`config.mk`:
```
export PLATFORM = sky130hd
export DESIGN_NAME = instruction_fetch
export DESIGN_NICKNAME = d
export VERILOG_FILES = /design/src/rtl/cpu_isa_pkg.sv /design/src/rtl/if_id_reg.sv /design/src/rtl/instruction_fetch.sv
export SDC_FILE = /design/constraint.sdc
export NUM_CORES = 1
export LEC_CHECK = 0
export CAP_MARGIN = 20
export CORE_MARGIN = 5
export CORE_UTILIZATION = 60
export CTS_CLUSTER_SIZE = 20
export DETAILED_ROUTE_END_ITERATION = 6
export DONT_BUFFER_PORTS = 1
export GPL_ROUTABILITY_DRIVEN = 0
export MAX_ROUTING_LAYER = met4
export PLACE_DENSITY = 0.87
export SYNTH_ARGS = -nofsm -noshare
export SYNTH_HDL_FRONTEND = slang
export SYNTH_SLANG_ARGS = --single-unit
```
`constraint.sdc`:
```
create_clock -name clk -period 2.5 [get_ports clk]
set_clock_uncertainty 0.05 [all_clocks]
set_input_delay 0.5 -clock clk [delete_from_list [all_inputs] [get_ports clk]]
set_output_delay 0.5 -clock clk [all_outputs]
set_load 0.03 [all_outputs]
```
`src/rtl/cpu_isa_pkg.sv`:
```
`default_nettype none
// +----------------------------------------------------------------------+
// | Package     : cpu_isa_pkg                                            |
// | Description : Shared ISA definitions for the pipelined CPU: opcode   |
// |               constants, instruction/PC widths and the fetch-stage   |
// |               state encoding.                                        |
// | Revision    : 1.0 - initial release                                  |
// +----------------------------------------------------------------------+
package cpu_isa_pkg;

   localparam int ISA_INSTR_WIDTH  = 9;
   localparam int ISA_PC_WIDTH     = 16;
   localparam int ISA_OPCODE_WIDTH = 5;

   // Opcode field is the 5 MSBs of the instruction; the 4 LSBs are the operand.
   localparam logic [ISA_OPCODE_WIDTH-1:0] OP_ADD           = 5'b00000;
   localparam logic [ISA_OPCODE_WIDTH-1:0] OP_SUB           = 5'b00001;
   localparam logic [ISA_OPCODE_WIDTH-1:0] OP_AND           = 5'b00010;
   localparam logic [ISA_OPCODE_WIDTH-1:0] OP_OR            = 5'b00011;
   localparam logic [ISA_OPCODE_WIDTH-1:0] OP_SETI          = 5'b01100;
   localparam logic [ISA_OPCODE_WIDTH-1:0] OP_MATH_TO_ADR   = 5'b10010;
   localparam logic [ISA_OPCODE_WIDTH-1:0] OP_JUMP          = 5'b11000;
   localparam logic [ISA_OPCODE_WIDTH-1:0] OP_HALT          = 5'b11010;
   localparam logic [ISA_OPCODE_WIDTH-1:0] OP_TO_BE_DEFINED = 5'b11111;

   typedef enum logic [0:0] {
      FS_RUN    = 1'b0,
      FS_HALTED = 1'b1
   } fetch_state_e;

endpackage : cpu_isa_pkg
`default_nettype wire

```
`src/rtl/if_id_reg.sv`:
```
`default_nettype none
// +----------------------------------------------------------------------+
// | Module      : if_id_reg                                              |
// | Description : IF/ID pipeline register with load / hold / flush.      |
// |               flush has priority over load; with neither asserted    |
// |               the register holds.                                    |
// | Ports       : clk, reset (async, active-high)                        |
// |               load_i, flush_i        - control                       |
// |               instr_i, pc_i          - fetched instruction / address |
// |               instr_o, pc_o, valid_o - registered IF/ID contents     |
// | Revision    : 1.0 - initial release                                  |
// +----------------------------------------------------------------------+
module if_id_reg #(
   parameter int INSTR_WIDTH = 9,
   parameter int PC_WIDTH    = 16
) (
   input  logic                   clk,
   input  logic                   reset,
   input  logic                   load_i,
   input  logic                   flush_i,
   input  logic [INSTR_WIDTH-1:0] instr_i,
   input  logic [PC_WIDTH-1:0]    pc_i,
   output logic [INSTR_WIDTH-1:0] instr_o,
   output logic [PC_WIDTH-1:0]    pc_o,
   output logic                   valid_o
);

   logic [INSTR_WIDTH-1:0] instr_q;
   logic [PC_WIDTH-1:0]    pc_q;
   logic                   valid_q;

   // A bubble keeps the last id_pc; only instr/valid are cleared.
   always_ff @(posedge clk or posedge reset) begin
      if (reset) begin
         instr_q <= '0;
         pc_q    <= '0;
         valid_q <= 1'b0;
      end else if (flush_i) begin
         instr_q <= '0;
         valid_q <= 1'b0;
      end else if (load_i) begin
         instr_q <= instr_i;
         pc_q    <= pc_i;
         valid_q <= 1'b1;
      end
   end

   assign instr_o = instr_q;
   assign pc_o    = pc_q;
   assign valid_o = valid_q;

endmodule : if_id_reg
`default_nettype wire

```
`src/rtl/instruction_fetch.sv`:
```
`default_nettype none
// +----------------------------------------------------------------------+
// | Module      : instruction_fetch                                      |
// | Description : Fetch stage. Owns the PC, drives the instruction ROM,  |
// |               registers the returned instruction into IF/ID, and     |
// |               handles stall, redirect and halt detection.            |
// | Ports       : clk, reset (async, active-high)                        |
// |               rom_pc / rom_instr      - ROM address / data           |
// |               stall, redirect, redirect_pc - pipeline control        |
// |               id_instr, id_pc, id_valid    - IF/ID register          |
// |               halted, fetch_count          - status                  |
// | Revision    : 1.0 - initial release                                  |
// +----------------------------------------------------------------------+
module instruction_fetch
   import cpu_isa_pkg::*;
#(
   parameter int                     PC_WIDTH     = ISA_PC_WIDTH,
   parameter int                     INSTR_WIDTH  = ISA_INSTR_WIDTH,
   parameter int                     OPCODE_WIDTH = ISA_OPCODE_WIDTH,
   parameter logic [PC_WIDTH-1:0]    RESET_PC     = PC_WIDTH'(1),
   parameter logic [OPCODE_WIDTH-1:0] HALT_OPCODE = OP_HALT,
   parameter int                     CNT_WIDTH    = 16
) (
   input  logic                   clk,
   input  logic                   reset,
   output logic [PC_WIDTH-1:0]    rom_pc,
   input  logic [INSTR_WIDTH-1:0] rom_instr,
   input  logic                   stall,
   input  logic                   redirect,
   input  logic [PC_WIDTH-1:0]    redirect_pc,
   output logic [INSTR_WIDTH-1:0] id_instr,
   output logic [PC_WIDTH-1:0]    id_pc,
   output logic                   id_valid,
   output logic                   halted,
   output logic [CNT_WIDTH-1:0]   fetch_count
);

   fetch_state_e           state_q, state_d;
   logic [PC_WIDTH-1:0]    pc_q, pc_d;
   logic [CNT_WIDTH-1:0]   cnt_q, cnt_d;
   logic                   ifid_load;
   logic                   ifid_flush;
   logic                   is_halt;

   assign is_halt = (rom_instr[INSTR_WIDTH-1 -: OPCODE_WIDTH] == HALT_OPCODE);

   // State register (FSM state plus the PC and counter it controls)
   always_ff @(posedge clk or posedge reset) begin
      if (reset) begin
         state_q <= FS_RUN;
         pc_q    <= RESET_PC;
         cnt_q   <= '0;
      end else begin
         state_q <= state_d;
         pc_q    <= pc_d;
         cnt_q   <= cnt_d;
      end
   end

   // Next-state logic: redirect always returns to RUN, which also cancels a
   // halt fetched down a mispredicted path.
   always_comb begin
      state_d = state_q;
      if (redirect) begin
         state_d = FS_RUN;
      end else if (state_q == FS_RUN && !stall && is_halt) begin
         state_d = FS_HALTED;
      end
   end

   // Output / datapath control. HALTED is checked before stall so that a
   // stall while halted cannot hold a stale valid instruction in IF/ID.
   always_comb begin
      pc_d       = pc_q;
      cnt_d      = cnt_q;
      ifid_load  = 1'b0;
      ifid_flush = 1'b0;
      if (redirect) begin
         pc_d       = redirect_pc;
         ifid_flush = 1'b1;
      end else if (state_q == FS_HALTED) begin
         ifid_flush = 1'b1;
      end else if (!stall) begin
         ifid_load = 1'b1;
         if (cnt_q != {CNT_WIDTH{1'b1}}) begin
            cnt_d = cnt_q + CNT_WIDTH'(1);
         end
         // The halt instruction itself is delivered; the PC parks on it.
         if (!is_halt) begin
            pc_d = pc_q + PC_WIDTH'(1);
         end
      end
   end

   if_id_reg #(
      .INSTR_WIDTH (INSTR_WIDTH),
      .PC_WIDTH    (PC_WIDTH)
   ) u_if_id_reg (
      .clk     (clk),
      .reset   (reset),
      .load_i  (ifid_load),
      .flush_i (ifid_flush),
      .instr_i (rom_instr),
      .pc_i    (pc_q),
      .instr_o (id_instr),
      .pc_o    (id_pc),
      .valid_o (id_valid)
   );

   assign rom_pc      = pc_q;
   assign halted      = (state_q == FS_HALTED);
   assign fetch_count = cnt_q;

endmodule : instruction_fetch
`default_nettype wire
```
== Word-level counts from Yosys, hierarchy flattened ==
Cells that the tools add are included.
Operators by class
  bitwise operators: 4
  equal/unequal tests: 5
  reduce and logical (&&, ||, !) cells: 8
  mux-type cells: 15
  $add $sub $neg: 2
Operators by type and width (count)
  16-bit two-way mux: 4
  16-bit by 1-bit adder with 16-bit output, second input constant: 2
  9-bit two-way mux: 2
  16-bit != test, second input constant: 1
  1-bit two-way mux: 9
  5-bit equality test, second input constant: 1
  2-bit != test, second input constant: 2
  1-bit NOT: 4
  4-bit AND reduction: 1
  2-bit nonzero test: 2
  3-bit AND reduction: 1
  1-bit logical AND: 2
  2-bit by 1-bit != test with 1-bit output, second input constant: 1
  2-bit AND reduction: 1
  1-bit logical NOT: 1
Word-level totals
  word-level logic and storage cells: 40
  output and inout port bits: 59
  flip-flop bits (word level): 59

== Depth between registers and ports, before layout ==
Gate-level depths: netlist of run 1.
  depth after elaboration: 5
  mapped depth: 6
  depth with buffers taken out: 5

== Hierarchy ==
A second synthesis of run 1 with hierarchy kept.
Second synthesis, totals
  cells, all modules: 252
  area, all modules: 2882.8 um^2
By module, submodules not included
  instruction_fetch: instances 1, area each 1834.3 um^2, cells an instance 184
  if_id_reg: instances 1, area each 1048.5 um^2, cells an instance 68

== Worst setup path after synthesis of run 1 ==
Ideal clock, no wire load.
  kind: reg2reg
  from: register cnt_q[0] (netlist: fetch_count[0])
  to: register cnt_q[1] (netlist: fetch_count[1])
  cell stages (with the launch flop): 6
  library setup time: 0.125 ns
  arrival time: 1.926 ns
  buffers on the path: 0
  setup slack: 0.399 ns
  path through: dfrtp_1 ha_1 nand4_1 nor4_4 a41oi_1 mux2_2
On the way
  cells in the longest elaborated chain, start to end: 2
Ends and longest elaborated chain
  start: declaration: RTL line instruction_fetch.sv:40  | logic [CNT_WIDTH-1:0] cnt_q, cnt_d;
  start signal: assignment: RTL line instruction_fetch.sv:56  | cnt_q <= cnt_d;
  parallel branches: the longest is 2 deep, another holds 16-bit by 1-bit adder with 16-bit output
Parallel ways; which one is timed is not known.
A chain may end at the register's enable or synchronous reset.

== Worst setup path in the final report of run 1 ==
  from: register cnt_q[10] (netlist: fetch_count[10])
  to: register cnt_q[1] (netlist: fetch_count[1])
On the way
  cells in the longest elaborated chain, start to end: 2
Ends and longest elaborated chain
  16-bit != test: RTL line instruction_fetch.sv:85  | if (cnt_q != {CNT_WIDTH{1'b1}}) begin
  4-bit AND reduction (no source line)
Every way passes these cells.

==> results.toml, run 1 <==
[run_status]
outcome = "complete, no violations"

[yosys]
ys.flop_type = "dfrtp_1"
postSynthNetCount = 327
seq_area_frac_synth_pct = 51.3
synth-seq-cells = 59
yosys_warnings = 0
ys_async_sr_fraction_pct = 100
synth_edf_count = 0
synth_cells = 296
syn_area_per_cell_um2 = 9.72
synth_cell_type_count = 49
syn_area_mm2 = 0.00288

[route]
routedWlPerCell_um = 18.5
firstDrtPassIters = 4
drc_errors = 0
drt_wl_total_um = 6810
ant_nets = 0
vias = 2271
drt_iter0_markers = 181
via_per_inst = 6.19

[critical_path]
timing.rr.start = "fetch_count[10]$_DFFE_PP0P_"
cp.arrival_ps = 2260
cp-end-kind = "flip-flop"
worstPathMaxFanout = 6
crit_type = "flip-flop to flip-flop"
worst_setup_path_start_kind = "flip-flop"
startpoint = "fetch_count[10]$_DFFE_PP0P_"
cp.required_ps = 2660

[power_and_ir_drop]
switching_share_pct = 37.3
pwr-share-seq_pct = 54.3
pwr-share-comb_pct = 17.2
internal_power_uw = 1670
ir_drop_v = 0.000466
pwr_density_cell_mw_per_mm2 = 842
p_sw_uw = 992
p_leak_uw = 0.00142
power_frac_clock_pct = 28.5

[grt]
antenna_found_initial = 0
grtUsageTotal_pct = 23.7
grt_pass1_wl_um = 11200
grt_pass1_vias = 2309
gr-total-overflow = 0
grt_max_degree = 31

[timing]
tns_ps = 0
maxSlewViolCount = 0
whs_ps = 72.7
fin_crit_sh_pct = 83.9
rsz0062_at_grt = "false"
timing.fmax_mhz = 477
max_slew_margin_pct = 58.4
timing.final.ws_setup_ps = 404
tightest_slew_ps = 623
finalSetupViolCount = 0
period_minus_slack_ps = 2100
hold_violations = 0

[run]
drv_cap = 0

[finish]
final_layout_size_suffix_gt1_share_pct = 12.5
final_util_pct = 67.3
final_cell_count_no_fill = 367
n_antenna_cell = 0
fin_nets = 339
area_delta_synth_final_pct = 9.70

[placed_design]
dpl.hpwl_um = 4890
place_ws_ps = 422
dpl.cell_count = 351
portBuffers = 0

[clock_tree]
clkTransAtPathRegs_ps = 60
cts_hold_buf = 0
clockRootBuffer = "clkbuf_8"
cts.sinks = 59
clockBufferDepth = 2
worstSkewPairLatency_ps = 330
cts_setup_buffers = 0
htreeDepth = 3
cts_tree = "built"
cts_resized = 0
cts-buffers-inserted = 9

[floorplanning]
die_area_mm2 = 0.00628
die_x_um = 79.3
core_mm2 = 0.00469
die_h_um = 79.3
initial_core_util_pct = 61.3
rows = 25
io_pins = 88

[min_path]
hp-class = "input pin to asynchronous set/reset pin"
==> power by group through the flow <==
stage / logic [uW] / clock network, uW / registers [uW]
floorplan: 257 / 0 / 1510
global placement: 441 / 0 / 1450
detailed placement: 454 / 0 / 1460
CTS: 458 / 772 / 1440
global route: 511 / 809 / 1470
finish: 456 / 759 / 1440
==> cell families (layout without fill, tap and decap cells) <==
logic type | count (synthesis) | count (layout) | share of synthesized area [%]
AND/OR/NAND/NOR | 139 | 139 | 24.3
AO/OA/AOI/OAI | 46 | 46 | 10.7
adder cells (fa/ha/maj) | 2 | 2 | 0.869
buffers and inverters | 21 | 38 | 3.35
XOR/XNOR | 16 | 16 | 4.87
multiplexers | 13 | 13 | 4.57
flip-flops | 59 | 59 | 51.3
==> state kept, by name, summed over array words and instances (netlist names) <==
name / count
fetch_count: 16
rom_pc: 16
u_if_id_reg.pc_o: 16
u_if_id_reg.instr_o: 9
halted: 1
u_if_id_reg.valid_o: 1
==> Yosys cell counts (2+ instances only) <==
cell	n	area, um2
or3_1	2	12.5
o21ai_0	13	65.1
a41oi_1	3	26.3
a21oi_1	5	25.0
dfrtp_1	58	1450
nand3_1	13	65.1
buf_6	2	22.5
a31oi_1	11	68.8
ha_1	2	25.0
or2_2	2	12.5
xor2_1	7	61.3
mux2i_1	12	120
a211oi_1	3	22.5
clkbuf_1	8	30.0
buf_2	2	10.0
nor4_1	5	31.3
nand4_1	10	62.6
o31ai_1	3	22.5
and4_1	4	35.0
or4_1	3	22.5
nor3_1	3	15.0
nand2_1	61	229
inv_1	8	30.0
nor2_1	23	86.3
xnor2_1	9	78.8
==> per-layer routing <==
metal  up-vias  GRT usage (%)  wire length (um)
li1       1078              -                 -
met1      1091           29.9              2980
met2        88           35.9              3210
met3        14           6.46               477
met4         0           11.0               134
met5         -              -                 0
==> through the flow <==
step / area (um2) / power [uW]
3_5_place_dp: 2980 / 1910
5_1_grt: 3160 / 2790
3_3_place_gp: 2980 / 1890
4_1_cts: 3160 / 2670
6_report: 3160 / 2660
2_1_floorplan: 2880 / 1760
==> final cells by class <==
class	count	area, um2
clock buffer	14	163
clock inverter	2	10.0
fill	364	1540
inverter	8	30.0
multi-input combinational	216	1300
sequential	59	1480
tap	54	67.6
timing repair buffer	14	105
==> final timing paths <==
path | endpoint | cells after the start | slack (ps)
max in group asynchronous | rom_pc[0]$_DFFE_PP1P_ | 2 | 1570
min in group clk | rom_pc[0]$_DFFE_PP1P_ | 1 | 200
worst max-delay path | fetch_count[1]$_DFFE_PP0P_ | 4 | 400
worst max register to register | fetch_count[1]$_DFFE_PP0P_ | 4 | 400
worst min register to register | u_if_id_reg.pc_o[8]$_DFFE_PP0P_ | 2 | 550
worst min-delay path | u_if_id_reg.instr_o[1]$_DFFE_PP0P_ | 1 | 70
==> cells in the final DEF (no fill, tap or decap), types with 7 or more instances in the layout <==
master | Yosys | layout
nand2_1 | 61 | 61
dfrtp_1 | 58 | 58
nor2_1 | 23 | 23
buf_4 | 0 | 14
nand3_1 | 13 | 13
o21ai_0 | 13 | 13
mux2i_1 | 12 | 12
a31oi_1 | 11 | 11
clkbuf_8 | 0 | 11
nand4_1 | 10 | 10
xnor2_1 | 9 | 9
inv_1 | 8 | 7
xor2_1 | 7 | 7
==> critical path, stage by stage, from the launching register on <==
cell     delay (ps)
dfrtp_1         600
nand4_1         240
nor4_4          440
a41oi_1         280
mux2_2          350
Power figures use the tool's default switching activity.
==> run 2, diff against run 1 <==
--- a/config.mk
+++ b/config.mk
@@ -7,13 +7,13 @@
 export LEC_CHECK = 0
 export CAP_MARGIN = 20
 export CORE_MARGIN = 5
-export CORE_UTILIZATION = 60
+export CORE_UTILIZATION = 57
 export CTS_CLUSTER_SIZE = 20
 export DETAILED_ROUTE_END_ITERATION = 6
 export DONT_BUFFER_PORTS = 1
 export GPL_ROUTABILITY_DRIVEN = 0
 export MAX_ROUTING_LAYER = met4
-export PLACE_DENSITY = 0.87
+export PLACE_DENSITY = 0.86
 export SYNTH_ARGS = -nofsm -noshare
 export SYNTH_HDL_FRONTEND = slang
 export SYNTH_SLANG_ARGS = --single-unit
==> constraint.sdc (replaced) <==
create_clock -name clk -period 1.9 [get_ports clk]
set_clock_uncertainty 0.05 [all_clocks]
set_input_delay 0.38 -clock clk [delete_from_list [all_inputs] [get_ports clk]]
set_output_delay 0.38 -clock clk [all_outputs]
set_load 0.03 [all_outputs]
==> run 2 against run 1 <==
Clock power is 30% higher. Critical path depth is 2 higher. Worst setup slack worse by 380 ps. Via count is 6.3% higher. Highest routed layer unchanged. Critical path type unchanged. Final cell count is 12% higher. Total power is 37% higher. Largest power group unchanged. Flip-flop and latch count stayed put. First-iteration DRC count is 27% higher. Clock-buffer cell count stayed put. Non-clock buffer count is 31 higher.
==> results.toml, run 2 (synthesis gave the netlist of run 1 again) <==
[finish]
fin_nets = 370
area_delta_synth_final_pct = 21.1
n_antenna_cell = 0
final_layout_size_suffix_gt1_share_pct = 21.5
final_common_cell = "nand2_1"
final_cell_count_no_fill = 411
mostFrequentLayoutCells = "nand2_1, dfrtp_1, buf_4"
fillCellCount = 367

[run_status]
outcome = "complete, no violations"

[min_path]
worstHoldStart = "stall"
holdPathStages = 1
hp-class = "input pin to flip-flop"

[critical_path]
r2r_cells = 6
timing.rr.start = "rom_pc[0]$_DFFE_PP1P_"
slowest_stage = "dfstp_2"
worst_setup_path_start_kind = "flip-flop"
rrSetupSlack_ps = 20
cp-end-kind = "flip-flop"
crit_cells = 6
crit_type = "flip-flop to flip-flop"
cp_top_family = "flip-flops"
startpoint = "rom_pc[0]$_DFFE_PP1P_"
r2r-end = "rom_pc[6]$_DFFE_PP0P_"
cp.arrival_ps = 2030
cp_slowest_stage_delay_ps = 580
worstPathMaxFanout = 5
crit_buf_inv = 1
path_cells = "ha_4 > nand4_1 > buf_4 > a2111oi_4 > xnor2_1 > o21ai_0"
endpoint = "rom_pc[6]$_DFFE_PP0P_"
cp.required_ps = 2050

[route]
vias = 2415
drt_wl_total_um = 7280
routedWlPerCell_um = 17.7
drt_iter0_markers = 229
firstDrtPassIters = 5
ant_nets = 0
drc_errors = 0
via_per_inst = 5.88

[clock_tree]
clockRootBuffer = "clkbuf_8"
clkTransAtPathRegs_ps = 60
cts_tree = "built"
worstSkewPairLatency_ps = 330
cts-buffers-inserted = 9
clockBufferDepth = 2
cts.sinks = 59
htreeDepth = 3

[floorplanning]
rows = 25
io_pins = 88
core_mm2 = 0.00482
initial_core_util_pct = 59.7
die_x_um = 81.1
die_area_mm2 = 0.00657
die_h_um = 81.1

[power_and_ir_drop]
p_total_uw = 3650
p_sw_uw = 1340
pwr-share-seq_pct = 47.5
power_frac_clock_pct = 27.0
pwr_density_cell_mw_per_mm2 = 1050
ir_drop_v = 0.000564
p_leak_uw = 0.00159
internal_power_uw = 2310
switching_share_pct = 36.7
pwr-share-comb_pct = 25.5

[grt]
grt_pass1_vias = 2463
antenna_found_initial = 0
grtUsageTotal_pct = 24.7
grt_pass1_wl_um = 11900
gr-total-overflow = 0
grt_max_degree = 26

[timing]
hold_violations = 0
period_minus_slack_ps = 1880
finalSetupViolCount = 0
timing.fmax_mhz = 532
tightest_slew_ps = 642
fin_crit_sh_pct = 98.9
maxSlewViolCount = 0
max_slew_margin_pct = 57.2

[placed_design]
dpl.hpwl_um = 5430
dpl.cell_count = 391
portBuffers = 0

[run]
drv_cap = 0
-- run 2: final cells by class --
type	instances	area (um2)	area share (%)
Multi-Input combinational cell	216	1360	39.1
Tap cell	67	83.8	2.41
Timing Repair Buffer	45	353	10.1
Sequential cell	59	1480	42.5
Clock inverter	2	10.0	0.287
Clock buffer	14	163	4.67
Inverter	8	33.8	0.969
-- run 2: worst min path at each step --
stage	to	slack, ps
2_1_floorplan	fetch_count[10]$_DFFE_PP0P_	430
3_3_place_gp	u_if_id_reg.instr_o[2]$_DFFE_PP0P_	200
3_5_place_dp	u_if_id_reg.instr_o[2]$_DFFE_PP0P_	210
4_1_cts	u_if_id_reg.valid_o$_DFFE_PP0P_	60
5_1_grt	rom_pc[0]$_DFFE_PP1P_	70
6_report	u_if_id_reg.valid_o$_DFFE_PP0P_	80
-- run 2: through the flow --
stage | setup TNS [ps] | util [%] | hold slack [ps] | area (um2) | setup slack (ps)
after floorplan | -132 | - | 429 | 2890 | -75.8
after global placement | 0 | 66.9 | 205 | 3220 | 126
after detailed placement | 0 | 66.9 | 209 | 3220 | 32.2
after CTS | 0 | 70.7 | 57.4 | 3410 | 17.8
after global routing | -11.8 | 72.3 | 69.9 | 3480 | -10.1
final | 0 | 72.3 | 81.1 | 3480 | 20.3
-- run 2: layer usage --
metal / GRT usage (%) / part of all wire, % / vias to the layer above
li1: - / - / 1140
met1: 29.3 / 41 / 1175
met2: 38.4 / 49 / 95
met3: 7.65 / 8.8 / 5
met4: 11.8 / 1.1 / 0
met5: - / 0 / -
-- run 2: power by group through the flow --
| stage | clock network (uW) | registers [uW] | logic (uW) |
|---|---|---|---|
| 6_report | 986 | 1730 | 930 |
| 5_1_grt | 1070 | 1760 | 1020 |
| 4_1_cts | 1020 | 1740 | 916 |
| 3_5_place_dp | 0 | 1760 | 913 |
| 3_3_place_gp | 0 | 1740 | 885 |
| 2_1_floorplan | 0 | 1990 | 339 |
-- run 2: repair_timing --
action                                  4_1_cts  5_1_grt
setup buffers                                 0        3
endpoints found under the setup margin        0        9
hold buffers                                  1        0
gates resized for setup                       0        6
endpoints found under the hold margin        13        0
